## src/rtl/store_commit_buffer.sv

```systemverilog
// Committed-store FIFO that drains to a single memory port in idle cycles and serves loads.
// Define STORE_FWD_EN to enable store-to-load forwarding from the buffered entries.
module store_commit_buffer #(
   parameter int DEPTH  = 4,
   parameter int ADDR_W = 32,
   parameter int DATA_W = 32
) (
   input  logic              clk_i,
   input  logic              rst_ni,
   input  logic              st_valid_i,
   output logic              st_ready_o,
   input  logic [ADDR_W-1:0] st_addr_i,
   input  logic [DATA_W-1:0] st_data_i,
   input  logic              ld_valid_i,
   output logic              ld_ready_o,
   input  logic [ADDR_W-1:0] ld_addr_i,
   output logic              ld_done_o,
   output logic [DATA_W-1:0] ld_data_o,
   output logic              sb_empty_o,
   output logic              mem_read_o,
   output logic              mem_write_o,
   output logic [ADDR_W-1:0] mem_addr_o,
   output logic [DATA_W-1:0] mem_wdata_o,
   input  logic [DATA_W-1:0] mem_rdata_i
);
   localparam int PTR_W = $clog2(DEPTH);
   localparam logic [PTR_W:0] FULL_COUNT = (PTR_W+1)'(DEPTH);

   typedef enum logic [1:0] {IDLE, RD, WAIT} state_t;

   state_t            state_q, state_d;
   logic [PTR_W:0]    wr_ptr_q, rd_ptr_q;
   logic [PTR_W:0]    count;
   logic [PTR_W-1:0]  wr_idx, rd_idx;
   logic [ADDR_W-1:0] addr_mem_q [DEPTH];
   logic [DATA_W-1:0] data_mem_q [DEPTH];

   logic              mem_read_q, mem_write_q, ld_done_q;
   logic [ADDR_W-1:0] mem_addr_q;
   logic [DATA_W-1:0] mem_wdata_q, ld_data_q;

   logic              full, empty, push, pop, ld_accept;
   logic              fwd_hit;
   logic [DATA_W-1:0] fwd_data;

   // Pointers carry a wrap bit, so their difference is the occupancy directly.
   assign count  = wr_ptr_q - rd_ptr_q;
   assign full   = (count == FULL_COUNT);
   assign empty  = (count == '0);
   assign wr_idx = wr_ptr_q[PTR_W-1:0];
   assign rd_idx = rd_ptr_q[PTR_W-1:0];

   assign st_ready_o = !full;
   assign sb_empty_o = empty;
   assign push       = st_valid_i && st_ready_o;

`ifdef STORE_FWD_EN
   // Scan oldest to youngest so the last match, the youngest store, wins.
   always_comb begin
      fwd_hit  = 1'b0;
      fwd_data = '0;
      for (int i = 0; i < DEPTH; i++) begin
         if (((PTR_W+1)'(i) < count) && (addr_mem_q[rd_idx + PTR_W'(i)] == ld_addr_i)) begin
            fwd_hit  = 1'b1;
            fwd_data = data_mem_q[rd_idx + PTR_W'(i)];
         end
      end
   end

   assign ld_ready_o = (state_q == IDLE) && !full;
`else
   always_comb begin
      fwd_hit  = 1'b0;
      fwd_data = '0;
   end

   // Without forwarding a load may only see memory once every older store has drained.
   assign ld_ready_o = (state_q == IDLE) && !full && empty;
`endif

   // A full buffer blocks loads, so the head always gets an idle cycle to drain.
   always_comb begin
      state_d   = state_q;
      ld_accept = 1'b0;
      pop       = 1'b0;
      unique case (state_q)
         IDLE: begin
            ld_accept = ld_valid_i && ld_ready_o;
            pop       = !empty && !ld_accept;
            if (ld_accept && !fwd_hit) begin
               state_d = RD;
            end
         end
         RD:      state_d = WAIT;
         WAIT:    state_d = IDLE;
         default: state_d = IDLE;
      endcase
   end

   always_ff @(posedge clk_i or negedge rst_ni) begin
      if (!rst_ni) begin
         state_q     <= IDLE;
         wr_ptr_q    <= '0;
         rd_ptr_q    <= '0;
         mem_read_q  <= 1'b0;
         mem_write_q <= 1'b0;
         mem_addr_q  <= '0;
         mem_wdata_q <= '0;
         ld_done_q   <= 1'b0;
         ld_data_q   <= '0;
      end else begin
         state_q     <= state_d;
         mem_read_q  <= 1'b0;
         mem_write_q <= 1'b0;
         ld_done_q   <= 1'b0;
         if (push) begin
            wr_ptr_q <= wr_ptr_q + 1'b1;
         end
         if (pop) begin
            rd_ptr_q    <= rd_ptr_q + 1'b1;
            mem_write_q <= 1'b1;
            mem_addr_q  <= addr_mem_q[rd_idx];
            mem_wdata_q <= data_mem_q[rd_idx];
         end
         if (ld_accept) begin
            if (fwd_hit) begin
               ld_done_q <= 1'b1;
               ld_data_q <= fwd_data;
            end else begin
               mem_read_q <= 1'b1;
               mem_addr_q <= ld_addr_i;
            end
         end
         if (state_q == WAIT) begin
            ld_done_q <= 1'b1;
            ld_data_q <= mem_rdata_i;
         end
      end
   end

   // Entry storage needs no reset; validity comes from the pointers alone.
   always_ff @(posedge clk_i) begin
      if (push) begin
         addr_mem_q[wr_idx] <= st_addr_i;
         data_mem_q[wr_idx] <= st_data_i;
      end
   end

   assign mem_read_o  = mem_read_q;
   assign mem_write_o = mem_write_q;
   assign mem_addr_o  = mem_addr_q;
   assign mem_wdata_o = mem_wdata_q;
   assign ld_done_o   = ld_done_q;
   assign ld_data_o   = ld_data_q;

endmodule

```

## config.mk

```make
export PLATFORM = sky130hd
export DESIGN_NAME = store_commit_buffer
export DESIGN_NICKNAME = d
export VERILOG_FILES = /design/src/rtl/store_commit_buffer.sv
export SDC_FILE = /design/constraint.sdc
export NUM_CORES = 1
export LEC_CHECK = 0
export CAP_MARGIN = 20
export CORE_UTILIZATION = 53
export CTS_CLUSTER_SIZE = 24
export DETAILED_ROUTE_END_ITERATION = 8
export PLACE_DENSITY = 0.9
export SYNTH_ARGS = -nofsm -noshare
export SYNTH_HDL_FRONTEND = slang
export SYNTH_SLANG_ARGS = --single-unit
```

## constraint.sdc

```tcl
create_clock -name clk_i -period 4.8 [get_ports clk_i]
set_input_delay 0.72 -clock clk_i [delete_from_list [all_inputs] [get_ports clk_i]]
set_output_delay 0.72 -clock clk_i [all_outputs]
set_load 0.02 [all_outputs]
```

==> flow_summary.json, run 1 <==
{
  "syn_nets": 769,
  "ioPinCount": 234,
  "maxCapViolCount": 0,
  "htreeDepth": 2,
  "nets": 1015,
  "synthFlopType": "edfxtp_1",
  "setup_ws_ns": 0.976,
  "antenna_found_initial": 2,
  "criticalPathCategory": "reg -> out",
  "cts_resized": 0,
  "crit_path_top_delay_cell": "clkdlybuf4s50_1",
  "cts.clk_slew.worst_paths_ns": 0.07,
  "first_pass_iters": 5,
  "synth.cell_area_mm2": 0.0135,
  "die_w_um": 161,
  "portBuffers": 233,
  "wl_per_cell_um": 22.9,
  "endpoint_kind": "output port",
  "cts_hold_buf": 0,
  "dp.final_hpwl_mm": 16.8,
  "critPathMaxStageDelay_ns": 0.69,
  "power.internal_w": 0.00877,
  "finalHoldViolCount": 0,
  "grt_max_degree": 67,
  "ys_seq_area_frac": 0.769,
  "critPathLaunchType": "register",
  "period_share": 0.797,
  "cts_tree": "yes",
  "startpoint": "rd_ptr_q[0]",
  "ir_drop_mv": 0.478,
  "clock.fmax_mhz": 262,
  "grt_pass1_wl_mm": 42.4,
  "p_leak_nw": 6.10,
  "synthCells": 630,
  "start_util": 0.548,
  "worst-r2r-setup-slack_ns": 1.69,
  "track_usage": 0.217,
  "status": "finished clean",
  "vias_per_cell": 5.77,
  "combPwrFrac": 0.408,
  "root_buffer": "clkbuf_16",
  "rsz0062_at_grt": "false",
  "tightestPinTransition_ns": 1.03,
  "worstPathRequired_ns": 4.08,
  "synth_area_leader_cell": "edfxtp_1",
  "synth-edff-count": 256,
  "drtAntennaViolNets": 0,
  "die_y_um": 161,
  "drive_above_1_share": 0.218,
  "worstPathArrival_ns": 3.10,
  "crit_end": "ld_ready_o",
  "yosys.cell_types.count": 28,
  "critPathMaxFanout": 25,
  "routed_wl_mm": 28.1,
  "r2r_start": "rd_ptr_q[0]",
  "max-slew-margin-rel": 0.310,
  "pre_cts_slack_ns": 1.51,
  "finalSetupViolations": 0,
  "r2r_cells": 5,
  "pwr-share-clk": 0.212,
  "switching_share": 0.325,
  "cp_cell_sequence": "ha_1 > nor2b_1 > xnor2_1 > nand2_2 > nor3_1 > clkdlybuf4s50_1",
  "synth_area_leaders": "edfxtp_1 57%, dfrtp_1 20%, mux4_2 11%",
  "core_mm2": 0.0246,
  "pwr_density_cell_mw_per_mm2": 752,
  "min_period_ns": 3.82,
  "p_sw_w": 0.00422,
  "grt_overflow": 0,
  "areaGrowthSynthToFinish_pct": 28.4,
  "slew_violations": 0,
  "syn_area_per_cell_um2": 21.4,
  "netlist.area_leader.share": 0.571,
  "grt_pass1_vias": 7562,
  "yosysWarnings": 0,
  "worst_clock_skew_ns": 0.0196,
  "totalNegativeSetupSlack_ns": 0,
  "fp.dieArea_mm2": 0.0261,
  "yosysMostFrequentCell": "edfxtp_1",
  "hold_class": "in -> async",
  "r2r_end": "addr_mem_q[3][20]",
  "drtIter0Drc": 546,
  "cts_buffer_depth": 3,
  "power_w": 0.0130,
  "drc_errors": 0,
  "worstSkewPairLatency_ns": 0.51,
  "whs_ns": 0.329,
  "gp_congestion": 0.771,
  "clock-sinks": 363,
  "post_cts_buffers": 0,
  "cts_inserted_buffers": 37,
  "final_util": 0.703,
  "seqPwrFrac": 0.380,
  "async_flop_share": 0.295,
  "vias": 7081,
  "ys_top_cells_by_count": "256 x edfxtp_1, 107 x dfrtp_1, 64 x mux2_2, 64 x mux4_2",
  "row_count": 57,
  "ys_ff_latch": 363
}
[flip-flops by register name, summed over array words and instances (netlist names)]
| name | count |
|---|---|
| addr_mem_q | 128 |
| data_mem_q | 128 |
| ld_data_o | 32 |
| mem_addr_o | 32 |
| mem_wdata_o | 32 |
| rd_ptr_q | 3 |
| wr_ptr_q | 3 |
| state_q | 2 |
| ld_done_o | 1 |
| mem_read_o | 1 |
| mem_write_o | 1 |
[critical path: cells and delay by family (launching register included)]
| kind | cells | cell delay [ns] |
|---|---|---|
| buffers and inverters | 1 | 0.69 |
| DFF | 1 | 0.68 |
| and+or+nand+nor | 3 | 0.61 |
| xor gates and xnor gates | 1 | 0.34 |
| adders and majority gates | 1 | 0.28 |
[cell usage in the layout, fill, tap and decap left out]
cell	Yosys	final
clkinv_1	0	7
clkinv_2	0	4
xor2_1	3	3
nor3_4	1	1
inv_1	3	3
ha_1	7	7
clkbuf_16	0	37
clkbuf_1	22	10
o22ai_1	32	32
edfxtp_1	256	256
nor2b_2	0	1
and2_4	0	4
nand2b_1	1	1
and2_1	5	1
nor3_1	3	3
nand3_1	2	2
inv_8	0	1
nor2b_1	3	2
a2bb2oi_1	32	32
diode_2	0	2
dfrtp_4	0	2
xnor2_1	3	3
nand2_2	1	1
nand2_1	2	2
clkdlybuf4s50_1	0	232
buf_4	1	10
nor2_2	0	1
dfrtp_1	107	105
bufinv_16	0	4
mux2_2	64	64
o21a_1	2	2
mux2_1	1	1
inv_2	1	1
o21ai_0	1	1
mux4_2	64	64
clkinvlp_4	0	2
[cells by family after synthesis]
kind of cell,count (synthesis),share of synthesized area
compound gates,67,0.0371
fa+ha+maj,7,0.00650
simple gates,19,0.00854
flops,363,0.769
mux,129,0.161
xor+xnor,6,0.00390
buf+inv,39,0.0133
[metrics by stage]
stage	cells	cell area, um2
floorplan	630	13500
global placement	1161	16100
detailed placement	1161	16100
CTS	1226	17300
global route	1228	17300
finish	1228	17300
[per-layer routing]
metal | GRT usage | routed length [um] | part of all wire
met1 | 0.273 | 10800 | 0.39
met2 | 0.374 | 14300 | 0.51
met3 | 0.0383 | 1970 | 0.070
met4 | 0.0935 | 1010 | 0.036
met5 | 0 | 0 | 0
[worst min-delay path by stage]
stage,slack [ns],endpoint,startpoint
finish,0.33,mem_addr_o[7],rst_ni
floorplan,0.42,ld_data_o[0],rst_ni
CTS,0.37,mem_addr_o[5],rst_ni
global route,0.40,mem_addr_o[5],rst_ni
detailed placement,0.48,rd_ptr_q[2],rd_ptr_q[2]
global placement,0.48,wr_ptr_q[2],wr_ptr_q[2]
[final cells by class]
type	instances	area [um2]
flip-flops and latches	363	10400
fillers	1486	7310
multi-input cells	228	2940
repair buffers	242	2400
clock buffers	47	963
well taps	324	405
clock inverters	18	193
inverters	4	15.0
diodes	2	5.00
[power groups by stage]
stage	sequential [W]	clock, W	combinational [W]
after global routing	0.00504	0.00292	0.00562
final	0.00494	0.00275	0.00530
after floorplan	0.00538	0	0.00304
after detailed placement	0.00500	0	0.00532
after global placement	0.00494	0	0.00513
after CTS	0.00495	0.00280	0.00537
Power figures use the tool's default switching activity.
==> inputs of run 2 (changes only) <==
- clock period: 4.8 -> 4 ns (I/O delays scaled with it)
==> run 2 against run 1 <==
Effect of this change:
- count of clock-buffer cells in the layout increased by 3
- utilization rose by 0.37 points
- die area did not move
- largest cell class unchanged
==> flow_summary.json, run 2 (synthesis results as in run 1) <==
{
  "status": "finished clean",
  "cts_resized": 0,
  "power_w": 0.0157,
  "cts.clk_slew.worst_paths_ns": 0.06,
  "fillers": 1472,
  "first_pass_iters": 6,
  "cts_inserted_buffers": 36,
  "vias": 7166,
  "cts_buffer_depth": 3,
  "row_count": 57,
  "pre_cts_slack_ns": 1.21,
  "maxCapViolCount": 0,
  "track_usage": 0.223,
  "worst_clock_skew_ns": 0.0161,
  "wl_per_cell_um": 23.3,
  "start_util": 0.548,
  "critPathMaxFanout": 9,
  "worst-r2r-setup-slack_ns": 1.17,
  "drtAntennaViolNets": 0,
  "die_y_um": 161,
  "die_w_um": 161,
  "pwr_density_cell_mw_per_mm2": 903,
  "routed_wl_mm": 28.7,
  "ioPinCount": 234,
  "portBuffers": 233,
  "p_leak_nw": 6.16,
  "vias_per_cell": 5.81,
  "dp.final_hpwl_mm": 16.9,
  "hold_class": "in -> async",
  "endpoint_kind": "output port",
  "dpl_cell_area_mm2": 0.0162,
  "ir_drop_mv": 0.574,
  "criticalPathCategory": "reg -> out",
  "htreeDepth": 2,
  "final_cell_mix": "256 x edfxtp_1, 232 x clkdlybuf4s50_1, 105 x dfrtp_1, 64 x mux4_2, 64 x mux2_2",
  "drive_above_1_share": 0.228,
  "drc_errors": 0,
  "period_share": 0.837,
  "root_buffer": "clkbuf_16",
  "core_mm2": 0.0246,
  "min_period_ns": 3.35,
  "design_area_mm2": 0.0174,
  "finalHoldViolCount": 0,
  "multi_input_area_mm2": 0.00294,
  "clock-sinks": 363,
  "nets": 1020,
  "worstPathArrival_ns": 2.75,
  "drtIter0Drc": 500,
  "areaGrowthSynthToFinish_pct": 29.0,
  "totalNegativeSetupSlack_ns": 0,
  "grt_overflow": 0,
  "finalSetupViolations": 0,
  "fp.dieArea_mm2": 0.0261,
  "cts_tree": "yes",
  "cts_hold_buf": 0,
  "layout_commonest_cell": "edfxtp_1",
  "rsz0062_at_grt": "false",
  "seq_area_mm2": 0.0104,
  "worstSkewPairLatency_ns": 0.51,
  "clock.fmax_mhz": 299,
  "antenna_found_initial": 1,
  "setup_ws_ns": 0.653,
  "slew_violations": 0,
  "grt_pass1_vias": 7675,
  "tightestPinTransition_ns": 1.03,
  "top_regs": "addr_mem_q (128), data_mem_q (128)",
  "grt_max_degree": 75,
  "grt_pass1_wl_mm": 43.6,
  "gp_congestion": 0.745,
  "critPathLaunchType": "register",
  "post_cts_buffers": 0,
  "max-slew-margin-rel": 0.317,
  "worstPathRequired_ns": 3.40
}
==> run 2: path summary, 6_finish.rpt <==
kind | start | endpoint | depth (start not counted)
min in group clk_i | ld_data_o[13] | ld_data_o[13] | 1
max reg2reg | wr_ptr_q[0] | data_mem_q[3][24] | 7
max | wr_ptr_q[0] | sb_empty_o | 7
max in group asynchronous | rst_ni | ld_data_o[29] | 4
min | rst_ni | mem_addr_o[8] | 2
min reg2reg | ld_data_o[13] | ld_data_o[13] | 1
==> run 2: where the power goes <==
group	switching [W]	internal, W
Clock	0.00135	0.00201
Sequential	0.000501	0.00540
Combinational	0.00327	0.00317
==> run 2: area by class of cell <==
cell class | count | share of cell area
Sequential cell | 363 | 0.597
Multi-Input combinational cell | 228 | 0.169
Timing Repair Buffer | 248 | 0.142
Clock buffer | 50 | 0.0572
Tap cell | 324 | 0.0233
Clock inverter | 15 | 0.0108
Inverter | 4 | 0.000864
Antenna cell | 1 | 0.000144
==> run 2: layer usage <==
| metal | up-vias | global-route usage | wire length [um] |
|---|---|---|---|
| met5 | - | 0 | 0 |
| met2 | 321 | 0.378 | 14300 |
| met1 | 3673 | 0.284 | 11300 |
| li1 | 3083 | - | - |
| met4 | 0 | 0.0973 | 1150 |
| met3 | 89 | 0.0424 | 1930 |
==> run 2: metrics by stage <==
stage / util / hold slack, ns / instances
after CTS: 0.705 / 0.291 / 1230
after floorplan: - / 0.304 / 630
final: 0.707 / 0.434 / 1233
after global placement: 0.657 / 0.475 / 1165
after detailed placement: 0.657 / 0.487 / 1165
after global routing: 0.707 / 0.426 / 1232
==> run 2: worst max-delay path: stages, from the launching register on <==
cell and delay [ns]:
dfrtp_1 0.38, inv_1 0.11, ha_1 0.20, nor2b_1 0.14, xnor2_1 0.33, nand2_2 0.15, inv_2 0.21, clkdlybuf4s50_1 0.71
==> inputs of run 3 (changes only) <==
- CORE_UTILIZATION: 53 -> 47
- PLACE_DENSITY: 0.9 -> 0.85
- clock period: 4 -> 2.71 ns (I/O delays scaled with it)
==> run 3 against run 2 <==
Effect of this change:
- non-clock buffer count is 5 higher
- register-to-register slack worse by 0.83 ns
- hold slack worse by 0.066 ns
- total power is 49% higher
- final cell count is 4.9% higher
- sequential power is 46% higher
- setup slack worse by 0.51 ns
- critical endpoint is now st_ready_o
- largest cell class unchanged
- highest routed layer unchanged
==> flow_summary.json, run 3 (synthesis results as in run 1) <==
{
  "status": "finished clean",
  "finalSetupViolations": 0,
  "tightestPinTransition_ns": 0.986,
  "r2r_end": "data_mem_q[3][16]",
  "endpoint_kind": "output port",
  "cts.clk_slew.worst_paths_ns": 0.06,
  "cts_buffer_depth": 3,
  "startpoint": "wr_ptr_q[0]",
  "cts_tree": "yes",
  "hold_class": "in -> async",
  "nets": 1026,
  "htreeDepth": 2,
  "die_w_um": 171,
  "combPwrFrac": 0.416,
  "root_buffer": "clkbuf_16",
  "seqPwrFrac": 0.369,
  "totalNegativeSetupSlack_ns": 0,
  "final_cell_mix": "256 x edfxtp_1, 229 x clkdlybuf4s50_1, 105 x dfrtp_1, 64 x mux4_2, 64 x mux2_2",
  "power.internal_w": 0.0159,
  "track_usage": 0.191,
  "critPathMaxStageDelay_ns": 0.38,
  "gp_congestion": 0.751,
  "drc_errors": 0,
  "antenna_cells": 0,
  "top_regs": "addr_mem_q (128), data_mem_q (128)",
  "cp_cell_sequence": "inv_1 > ha_1 > nor2b_1 > xnor2_1 > buf_4 > nand2b_1 > dlygate4sd2_1",
  "cts_inserted_buffers": 37,
  "slew_violations": 0,
  "finalHoldViolCount": 0,
  "critPathMaxFanout": 4,
  "pwr-share-clk": 0.215,
  "die_y_um": 171,
  "worstPathRequired_ns": 2.30,
  "final_util": 0.631,
  "period_share": 0.946,
  "r2r_cells": 8,
  "p_sw_w": 0.00746,
  "vias_per_cell": 5.41,
  "drive_above_1_share": 0.239,
  "worstPathArrival_ns": 2.16,
  "drtIter0Drc": 375,
  "grt_max_degree": 67,
  "grt_pass1_wl_mm": 41.8,
  "ir_drop_mv": 1.05,
  "fillers": 1949,
  "grt_pass1_vias": 7546,
  "ioPinCount": 234,
  "portBuffers": 233,
  "r2r_start": "wr_ptr_q[0]",
  "wl_per_cell_um": 21.5,
  "fp.dieArea_mm2": 0.0293,
  "switching_share": 0.319,
  "p_leak_nw": 6.25,
  "clock.fmax_mhz": 390,
  "layout_commonest_cell": "edfxtp_1",
  "max-slew-margin-rel": 0.343,
  "antenna_found_initial": 1,
  "worstSkewPairLatency_ns": 0.51,
  "maxCapViolCount": 0,
  "core_mm2": 0.0280,
  "clock-sinks": 363,
  "vias": 7005,
  "criticalPathCategory": "reg -> out",
  "min_period_ns": 2.56,
  "drtAntennaViolNets": 0,
  "dp.final_hpwl_mm": 17.5,
  "whs_ns": 0.368,
  "crit_path_top_delay_cell": "dfrtp_1",
  "start_util": 0.481,
  "routed_wl_mm": 27.8,
  "worst-r2r-setup-slack_ns": 0.34,
  "worst_clock_skew_ns": 0.0114,
  "row_count": 61,
  "pwr_density_cell_mw_per_mm2": 1320,
  "rsz0062_at_grt": "false",
  "critPathLaunchType": "register",
  "grt_overflow": 0,
  "areaGrowthSynthToFinish_pct": 31.1,
  "first_pass_iters": 4
}
==> run 3: cell count changes in the layout (fill, tap and decap cells not counted), moves of 2 or more <==
| cell | delta |
|---|---|
| clkdlybuf4s50_1 | -3 |
| clkbuf_16 | +2 |
| buf_4 | -6 |
| clkbuf_8 | +2 |
| buf_12 | +12 |
| clkbuf_1 | -2 |
| clkbuf_2 | +2 |
==> run 3: per-layer routing <==
metal / vias up / share of wire / track usage
met3: 54 / 0.091 / 0.0481
met2: 308 / 0.51 / 0.328
met5: - / 0 / 0
met4: 0 / 0.028 / 0.0683
li1: 3078 / - / -
met1: 3565 / 0.37 / 0.236
==> run 3: layout make-up <==
class / count / area [um2] / area share
timing repair buffer: 253 / 2620 / 0.148
clock buffer: 52 / 1060 / 0.0603
multi-input combinational: 228 / 2950 / 0.167
tap: 378 / 473 / 0.0268
sequential: 363 / 10400 / 0.587
clock inverter: 16 / 163 / 0.00921
inverter: 4 / 15.0 / 0.000850
==> run 3: worst max path at each step <==
stage / to / slack (ns) / depth (start not counted)
6_report: st_ready_o / 0.15 / 7
5_1_grt: st_ready_o / 0.02 / 7
4_1_cts: sb_empty_o / 0.07 / 7
3_5_place_dp: sb_empty_o / 0.34 / 7
3_3_place_gp: sb_empty_o / 0.35 / 7
2_1_floorplan: addr_mem_q[3][0] / 0.01 / 8
==> run 3: per-stage QoR <==
stage                     power, W  instance area, um2  worst slack, ns  cells
after detailed placement    0.0186               16400            0.336   1225
after global routing        0.0245               17700           0.0239   1294
final                       0.0234               17700            0.146   1294
after global placement      0.0183               16400            0.351   1225
after floorplan             0.0149               13500           0.0139    630
after CTS                   0.0237               17700           0.0689   1294
==> run 3: power by group through the flow <==
stage          Combinational (W)  Clock, W  Sequential [W]
2_1_floorplan            0.00540         0         0.00947
3_3_place_gp             0.00968         0         0.00864
3_5_place_dp             0.00990         0         0.00874
4_1_cts                  0.00992   0.00513         0.00866
5_1_grt                   0.0104   0.00533         0.00879
6_report                 0.00973   0.00502         0.00863
==> run 3: critical path: cells and delay by family (launching register included) <==
kind / cells / cell delay, ns
fa+ha+maj: 1 / 0.20
flops: 1 / 0.38
xor+xnor: 1 / 0.20
buf+inv: 3 / 0.63
simple gates: 2 / 0.24
==> run 3: repair_timing <==
item | 4_1_cts | 5_1_grt
gates resized for setup | 3 | 5
setup endpoints to repair | 3 | 2
hold buffers | 1 | 0
setup buffers | 0 | 0
endpoints found under the hold margin | 20 | 0
==> edit: new RTL, settings of run 2 <==
Encoding of `state_t`: now one-hot (3 bits for 3 states).
--- a/src/rtl/store_commit_buffer.sv
+++ b/src/rtl/store_commit_buffer.sv
@@ -26,7 +26,7 @@
    localparam int PTR_W = $clog2(DEPTH);
    localparam logic [PTR_W:0] FULL_COUNT = (PTR_W+1)'(DEPTH);
 
-   typedef enum logic [1:0] {IDLE, RD, WAIT} state_t;
+   typedef enum logic [2:0] {IDLE = 3'b001, RD = 3'b010, WAIT = 3'b100} state_t;
 
    state_t            state_q, state_d;
    logic [PTR_W:0]    wr_ptr_q, rd_ptr_q;
Behaviour: no difference found for any inputs over 4 cycles, from zero or initial values and one cycle with rst_ni low; so few cycles prove little.
==> edit against run 2 <==
- power is 4.2% lower
- routed wire length is 3.5% lower
- critical endpoint unchanged
- largest power group unchanged
- highest routed layer is now met5
- sequential cell count is 1 higher
- synthesized area is 1.4% higher
- worst setup slack worse by 0.036 ns
- global-route usage is 0.76 points lower
- non-clock buffer count is 7 lower
- count of clock-buffer cells in the layout is 5 lower
- critical path depth stayed put
- largest cell class unchanged
- first-iteration DRC count is 1.2% lower
- cell area is 0.39% higher
- synthesized cell count is 0.32% higher
- cell count is 0.16% higher
==> edit: results (changes against run 2) <==
- Status: finished, final reports clean
- Post-synth ARST share: 0.297 (+0.00194)
- Maximum vdd ir drop: 1050 uV (+83%)
- Layout cell share with drive strength beyond 1: 0.221 (-0.00673)
- Final-layout fill cell count: 1,578 (+7.2%)
- Commonest cells in the netlist: sky130_fd_sc_hd__edfxtp_1 (256), sky130_fd_sc_hd__dfrtp_1 (107), sky130_fd_sc_hd__mux4_2 (64)
- Regs by FF count: addr_mem_q: 128 flops, data_mem_q: 128 flops
- Final HPWL from detailed placement: 16,400 um (-3.2%)
- Post-Route Skew: 0.0116 ns (-0.00450 ns)
- Vias in the first global route: 7,573 (-1.3%)
- Cells resized by post-CTS repair: 0 (unchanged)
- Largest cells by area after synthesis: sky130_fd_sc_hd__edfxtp_1 (56%), sky130_fd_sc_hd__dfrtp_1 (20%), sky130_fd_sc_hd__mux4_2 (11%), sky130_fd_sc_hd__mux2_4 (3.1%), sky130_fd_sc_hd__mux2_2 (3.0%)
- Post-layout net count: 1,017 (-0.29%)
- Number of optimization iterations in the first detailed-route pass: 4 (-2)
- First-pass GRT wire length: 42,700 um (-1.9%)
- Total number of vias: 6,964 (-2.8%)
- Count of cell types in the netlist: 30 (+7.1%)
- Max-slew violations: 0 (unchanged)
- Total nets after synthesis: 771 (+0.26%)
- CP Data Arrival Time: 2.78 ns (+0.03 ns)
- CTS H-Tree Depth: 2 (unchanged)
- Leak pwr: 6.36 nW (+3.4%)
- Cts bufs inserted: 36 (unchanged)
- Initial DRC Count: 494 (-1.2%)
- Measured slew at the worst slew-check pin: 1.03 ns (+0.00729 ns)
- Largest fanout on the critical path: 34 (+25)
- Aggregate global-route resource usage: 0.216 (-0.00762)
- Average wire per cell in the routed design: 22.4 um (-3.7%)
- Pin count of the biggest net entering global routing: 71 (-5.3%)
- Portion of the post-synthesis area used by sequential elements: 0.760 (-0.00906)
- Initial antenna violation count: 2 (+1)
- Gp weighted congestion: 0.761 (+2.2%)
- Count of buffers inserted at the top-level ports: 233 (unchanged)
- Path type of the worst min-delay path: input port to asynchronous set/reset pin
-- edit: cell type report --
class | instances | area (um2) | share of cell area
inverters | 4 | 17.5 | 0.00100
diodes | 1 | 2.50 | 0.000143
clock inverters | 19 | 160 | 0.00918
repair buffers | 241 | 2400 | 0.138
well taps | 330 | 413 | 0.0237
multi-input cells | 231 | 3080 | 0.177
clock buffers | 45 | 976 | 0.0559
flip-flops and latches | 364 | 10400 | 0.596
-- edit: layer usage --
layer	vias up	global-route usage	routed length (um)
li1	3059	-	-
met1	3591	0.269	10700
met2	259	0.378	14400
met3	53	0.0509	1890
met4	2	0.0616	662
met5	-	0	13
-- edit: through the flow --
stage          worst slack [ns]  cells  instance area (um2)  hold slack, ns
3_3_place_gp               1.22   1170                16300           0.459
4_1_cts                   0.604   1234                17500           0.116
2_1_floorplan             0.282    632                13700           0.304
5_1_grt                   0.463   1234                17500           0.131
3_5_place_dp               1.14   1170                16300           0.481
6_report                  0.617   1235                17500          0.0995
-- edit: cells by family (layout without fill, tap and decap cells) --
family / after synthesis / in the layout / share of synthesized area
compound gates: 67 / 67 / 0.0366
xor+xnor: 6 / 6 / 0.00439
buf+inv: 37 / 309 / 0.0153
mux: 129 / 129 / 0.167
flops: 364 / 364 / 0.760
fa+ha+maj: 7 / 7 / 0.00641
other cells: 0 / 1 / 0
simple gates: 22 / 22 / 0.0103
-- edit: report_power, final --
part / internal, mW / leakage, nW / switching (mW)
registers: 5.28 / 3.67 / 0.415
logic: 3.06 / 2.13 / 3.03
clock network: 1.92 / 0.564 / 1.33
total: 10.3 / 6.36 / 4.77
-- edit: worst paths after layout --
kind                                                from                           to  slack, ns  cells after the start
worst min-delay path                              rst_ni  mem_wdata_o[25]$_DFFE_PN0P_        0.1                      1
worst max-delay path             wr_ptr_q[0]$_DFFE_PN0P_                   sb_empty_o       0.62                      7
worst max register to register   rd_ptr_q[0]$_DFFE_PN0P_    mem_addr_o[0]$_DFFE_PN0P_       1.27                      5
worst min register to register  ld_data_o[8]$_DFFE_PN0P_     ld_data_o[8]$_DFFE_PN0P_       0.51                      1
min in group clk_i              ld_data_o[8]$_DFFE_PN0P_     ld_data_o[8]$_DFFE_PN0P_       0.51                      1
max in group asynchronous                         rst_ni       state_q[0]$_DFFE_PN1P_       3.08                      2
